$ cat config.mk
export PLATFORM = sky130hd
export DESIGN_NAME = f_fetch_npc
export DESIGN_NICKNAME = d
export VERILOG_FILES = /design/src/rtl/f_fetch_npc.sv
export SDC_FILE = /design/constraint.sdc
export NUM_CORES = 1
export LEC_CHECK = 0
export BUFFER_PORTS_ARGS = -buffer_cell sky130_fd_sc_hd__buf_2
export CORE_MARGIN = 3
export CORE_UTILIZATION = 30
export CTS_CLUSTER_SIZE = 14
export DETAILED_ROUTE_END_ITERATION = 6
export PLACE_DENSITY = 0.59
export SETUP_SLACK_MARGIN = 0.15
export SLEW_MARGIN = 30
export SYNTH_ARGS = -nofsm -noshare
export SYNTH_HDL_FRONTEND = slang
export SYNTH_SLANG_ARGS = --single-unit
$ cat constraint.sdc
create_clock -name i_clk -period 5.71 [get_ports i_clk]
set_clock_uncertainty 0.2 [all_clocks]
set_input_delay 0.571 -clock i_clk [delete_from_list [all_inputs] [get_ports i_clk]]
set_output_delay 0.571 -clock i_clk [all_outputs]
set_load 0.01 [all_outputs]
$ cat src/rtl/f_fetch_npc.sv
// Fetch stage: PC register, next-PC selection from the D-stage branch/jump
// decision (one delay slot), and the F/D pipeline register.
module f_fetch_npc #(
  parameter logic [31:0] PC_RESET = 32'h0000_3000
) (
  input  logic        i_clk,
  input  logic        i_reset,
  input  logic        i_stall,
  input  logic [1:0]  i_npcOp,
  input  logic        i_jumpEn_of_B,
  input  logic [15:0] i_D_imm16,
  input  logic [25:0] i_D_imm26,
  input  logic [31:0] i_D_rsData,
  input  logic [31:0] i_F_instr,
  output logic [31:0] o_F_pc,
  output logic [31:0] o_D_instr,
  output logic [31:0] o_D_pc,
  output logic [31:0] o_D_pc8,
  output logic        o_D_valid
);

  localparam logic [1:0] NPC_PC4    = 2'd0;
  localparam logic [1:0] NPC_BRANCH = 2'd1;
  localparam logic [1:0] NPC_J      = 2'd2;
  localparam logic [1:0] NPC_JR     = 2'd3;

  logic [31:0] pc_q, pc_d;
  logic [31:0] d_instr_q, d_instr_d;
  logic [31:0] d_pc_q, d_pc_d;
  logic        d_valid_q, d_valid_d;

  logic [31:0] pc_plus4;
  logic signed [31:0] br_off;
  logic [31:0] target_b;
  logic [31:0] target_j;
  logic [31:0] npc;

  // Redirect targets are relative to the instruction sitting in D, not to the fetch PC.
  always_comb begin
    pc_plus4 = pc_q + 32'd4;
    br_off   = {{14{i_D_imm16[15]}}, i_D_imm16, 2'b00};
    target_b = d_pc_q + 32'd4 + br_off;
    target_j = {d_pc_q[31:28], i_D_imm26, 2'b00};
    npc      = pc_plus4;
    case (i_npcOp)
      NPC_PC4:    npc = pc_plus4;
      NPC_BRANCH: npc = i_jumpEn_of_B ? target_b : pc_plus4;
      NPC_J:      npc = target_j;
      NPC_JR:     npc = i_D_rsData;
      default:    npc = pc_plus4;
    endcase
  end

  always_comb begin
    pc_d      = pc_q;
    d_instr_d = d_instr_q;
    d_pc_d    = d_pc_q;
    d_valid_d = d_valid_q;
    if (!i_stall) begin
      pc_d      = npc;
      d_instr_d = i_F_instr;
      d_pc_d    = pc_q;
      d_valid_d = 1'b1;
    end
  end

  // F -> D boundary; reset wins over stall.
  always_ff @(posedge i_clk) begin
    if (i_reset) begin
      pc_q      <= PC_RESET;
      d_instr_q <= 32'd0;
      d_pc_q    <= 32'd0;
      d_valid_q <= 1'b0;
    end else begin
      pc_q      <= pc_d;
      d_instr_q <= d_instr_d;
      d_pc_q    <= d_pc_d;
      d_valid_q <= d_valid_d;
    end
  end

  assign o_F_pc    = pc_q;
  assign o_D_instr = d_instr_q;
  assign o_D_pc    = d_pc_q;
  assign o_D_pc8   = d_pc_q + 32'd8;
  assign o_D_valid = d_valid_q;

endmodule

==> impl_summary.md <==
Run status
The run finished with clean final reports.

CTS
The quantity of gates resized following cts is 0. The number of buffers between clock root and the deepest sink is 2. The number of hold buffers added after cts is 0. Counting the buffers created by CTS gives 9. Buffers added to address setup during post-CTS repair amount to 0.

The clock drives 97 sinks. Clock-pin slew was measured on the worst setup and hold paths at 0.07 ns. TritonCTS built the clock tree. The H-tree level count is 3. The clock insertion delay at the later pin of the skew report is 0.35 ns. In this run the clock root is driven by a clkbuf_16.

STA
The hold violation total from the final report came to 0. At the pin with the least slew margin, the transition time is 0.901 ns. The final sum of negative setup slack is 0 ns. The remaining max-slew budget at the tightest pin is 39.9%. The clock period could shrink to 3.69 ns.

The final critical path takes up 64.7% of the cycle. The final max-slew violation count came to 0. Setup violations remaining at the end of the flow were counted as 0. Based on the critical path, the design can be clocked at up to 271 MHz. Setup repair after global routing left no endpoint under its margin.

Drt
The vias after detailed routing is 7342. The count of unresolved DRC violations after routing is 0. In this run the remaining antenna-violating nets after routing total 0.

After detailed routing, the number of vias per cell comes to 5.14. After detailed routing, the average wire length per cell comes to 16.8 um. The number of detailed-routing iterations run before antenna repair is 5. The detailed router finished its first iteration with 380 violations. The total wirelength of the detailed-routed design is 24.0 mm.

Yosys
The portion of the post-synthesis area used by sequential elements is 26.7%. The synthesized netlist occupies a cell area of 0.00729 mm2. The number of warnings reported in the yosys synthesis log is 0. The synthesis-stage register bit count is 97. In the synthesized netlist the async set-or-reset flop fraction comes to 0%. The post-synthesis area per instance is 8.08 um2. In this run, distinct cell masters in the synthesized netlist total 60. The synthesized design contains 0 enable-type register cells. The net count after synthesis is 1074. In the synthesized netlist, the number of instances is 902. In the synthesized netlist the dominant register cell turns out to be dfxtp_1.

Setup path
The setup slack of the most critical reg-to-reg path is 2.39 ns. The number of cells on the worst reg-to-reg path is 13. The critical path starts at o_D_pc[3]. The origin of the critical flop-to-flop path is o_D_pc[2]. The data arrival at the endpoint of the critical path is 2.92 ns. The largest fanout of any net on the critical path is 7. The endpoint of the worst register-to-register path is o_F_pc[27]. STA classifies the critical path startpoint as a register. The worst setup path is captured at a primary output.

Data on the critical path is required at its endpoint by 4.94 ns. The startpoint-to-endpoint class of the critical path is register to primary output. The critical path ends at o_D_pc8[31].

Floorplanning
The initial utilization of the core area, before any placement, comes to 30.8%. The number of primary I/O pins is 241. In this run the standard cell core region covers 0.0237 mm2. The floorplan has 56 rows. From bottom edge to top edge, the die measures 162 um. The die is 162 um wide. The die footprint is 0.0262 mm2.

Min path
The type of the most critical hold path is register to register. Counting instances, the worst hold path has a depth of 2.

Place
Routability-driven placement finished with a final weighted congestion of 0.959. The number of I/O port buffers is 240. The total half-perimeter wirelength after legalization and detailed placement is 18.1 mm.

Pwr
IR analysis of the VDD net gives a maximum drop of 154 uV. Dividing total power by cell area gives a power density of 208 mW/mm2. The total leakage power is 4.33 nW.

Job
The max-cap check violation count is 0.

GRT
The first global-routing pass estimated 37.8 mm of wire. Global routing used 17.8% of the available tracks across all layers. The via count of the first global-routing pass is 7036.

The pin count of the biggest net entering global routing is 81. The number of antenna violations at the first check in global routing is 0. The remaining global-route overflow is 0.

Finish
The final standard cell utilization of the core is 38.1%. From synthesis to final layout, the design area changed by 23.8%. The share of post-route cells with drive strength above 1 is 26.6%.

At the end of the flow, the number of nets in the layout was 1276. The filler cells instantiated in the layout total 2554. The antenna diode count is 0.
==> final cells by class <==
type / instances / area, um2 / share of cell area [%]
Multi-Input combinational cell: 720 / 5020 / 55.7
Timing Repair Buffer: 244 / 1240 / 13.7
Inverter: 32 / 120 / 1.33
Clock buffer: 12 / 246 / 2.73
Clock inverter: 4 / 52.6 / 0.582
Tap cell: 319 / 399 / 4.42
Sequential cell: 97 / 1940 / 21.5
==> synth_stat cells (17+ instances only) <==
library cell  count  area share, %
mux2_2           28            4.3
buf_1            17           0.88
o21ai_0          41            2.8
a21oi_1          65            4.5
nand3_1          44            3.0
clkbuf_1         31            1.6
nor2_1          104            5.4
nand2_1          69            3.6
dfxtp_1          97             27
inv_1            32            1.6
xor2_1           17            2.0
mux2i_1          67            9.2
xnor2_1          46            5.5
nand4_1          23            2.0
a221oi_1         18            2.2
ha_1             59             10
==> cell usage in the layout, fill, tap and decap left out, types with 4 or more instances in the layout <==
master,count
a21oi_1,64
nor2b_1,7
nor3_1,16
xor2_1,17
buf_4,5
a221oi_1,18
ha_1,59
and4_1,5
and3_1,13
nand4_1,23
mux2i_1,67
clkbuf_16,9
buf_2,238
xnor2_1,46
dfxtp_1,97
a31oi_1,4
nand2_1,69
o211ai_1,9
a21o_1,13
and2_1,4
o21ai_0,41
nand3_1,44
nand2b_1,10
or3_1,7
inv_1,32
a211oi_1,8
nor2_1,104
mux2_2,28
==> state kept, by name, summed over array words and instances (netlist names) <==
signal and cells:
o_D_pc 32, o_D_valid 1, o_F_pc 32, o_D_instr 32
==> cells by family (layout without fill, tap and decap cells) <==
logic type,after synthesis,in the layout,synth area share (%)
AOI/OAI and AO/OA,188,188,16.5
xor gates and xnor gates,63,63,7.57
adders and majority gates,60,60,10.4
buffers and inverters,85,292,4.57
DFF,97,97,26.7
muxes,95,95,13.5
and+or+nand+nor,314,314,20.8
==> critical path, cell delays in order, from the launching register on <==
cell,delay (ns)
dfxtp_1,0.45
ha_1,0.22
nand3_1,0.20
or3_1,0.53
nor2_1,0.57
nand4_1,0.25
xnor2_1,0.18
buf_2,0.15
==> how the worst min path moves through the flow <==
stage | startpoint | end | slack (ns)
detailed placement | o_D_valid | o_D_valid | 0.24
finish | o_D_valid | o_D_valid | 0.25
CTS | i_F_instr[28] | o_D_instr[28] | 0.24
global placement | o_D_valid | o_D_valid | 0.24
global route | i_F_instr[22] | o_D_instr[22] | 0.25
floorplan | o_D_valid | o_D_valid | 0.27
==> metrics by stage <==
step                      hold slack, ns  setup slack (ns)  cells  total power, W  instance area [um2]
after global routing               0.251              1.86   1428         0.00198                 9020
after detailed placement           0.237              2.16   1412         0.00125                 8720
final                              0.245              2.02   1428         0.00188                 9020
after floorplan                    0.274              2.63    902         0.00107                 7290
after CTS                          0.238              1.92   1428         0.00189                 9010
after global placement             0.236              2.25   1412         0.00125                 8720
==> layer usage <==
layer	GRT usage [%]	share of wire, %	routed length (um)
met5	0	0	0
met4	5.43	2.4	579
met1	23.5	45	10800
met3	3.03	5.2	1240
met2	29.8	47	11400
==> power by group <==
group          total (W)  internal (W)  switching, W
registers       0.000775      0.000718     0.0000568
logic           0.000460      0.000201      0.000259
clock network   0.000640      0.000353      0.000287
total            0.00188       0.00127      0.000604
(Power assumes the default switching activity.)
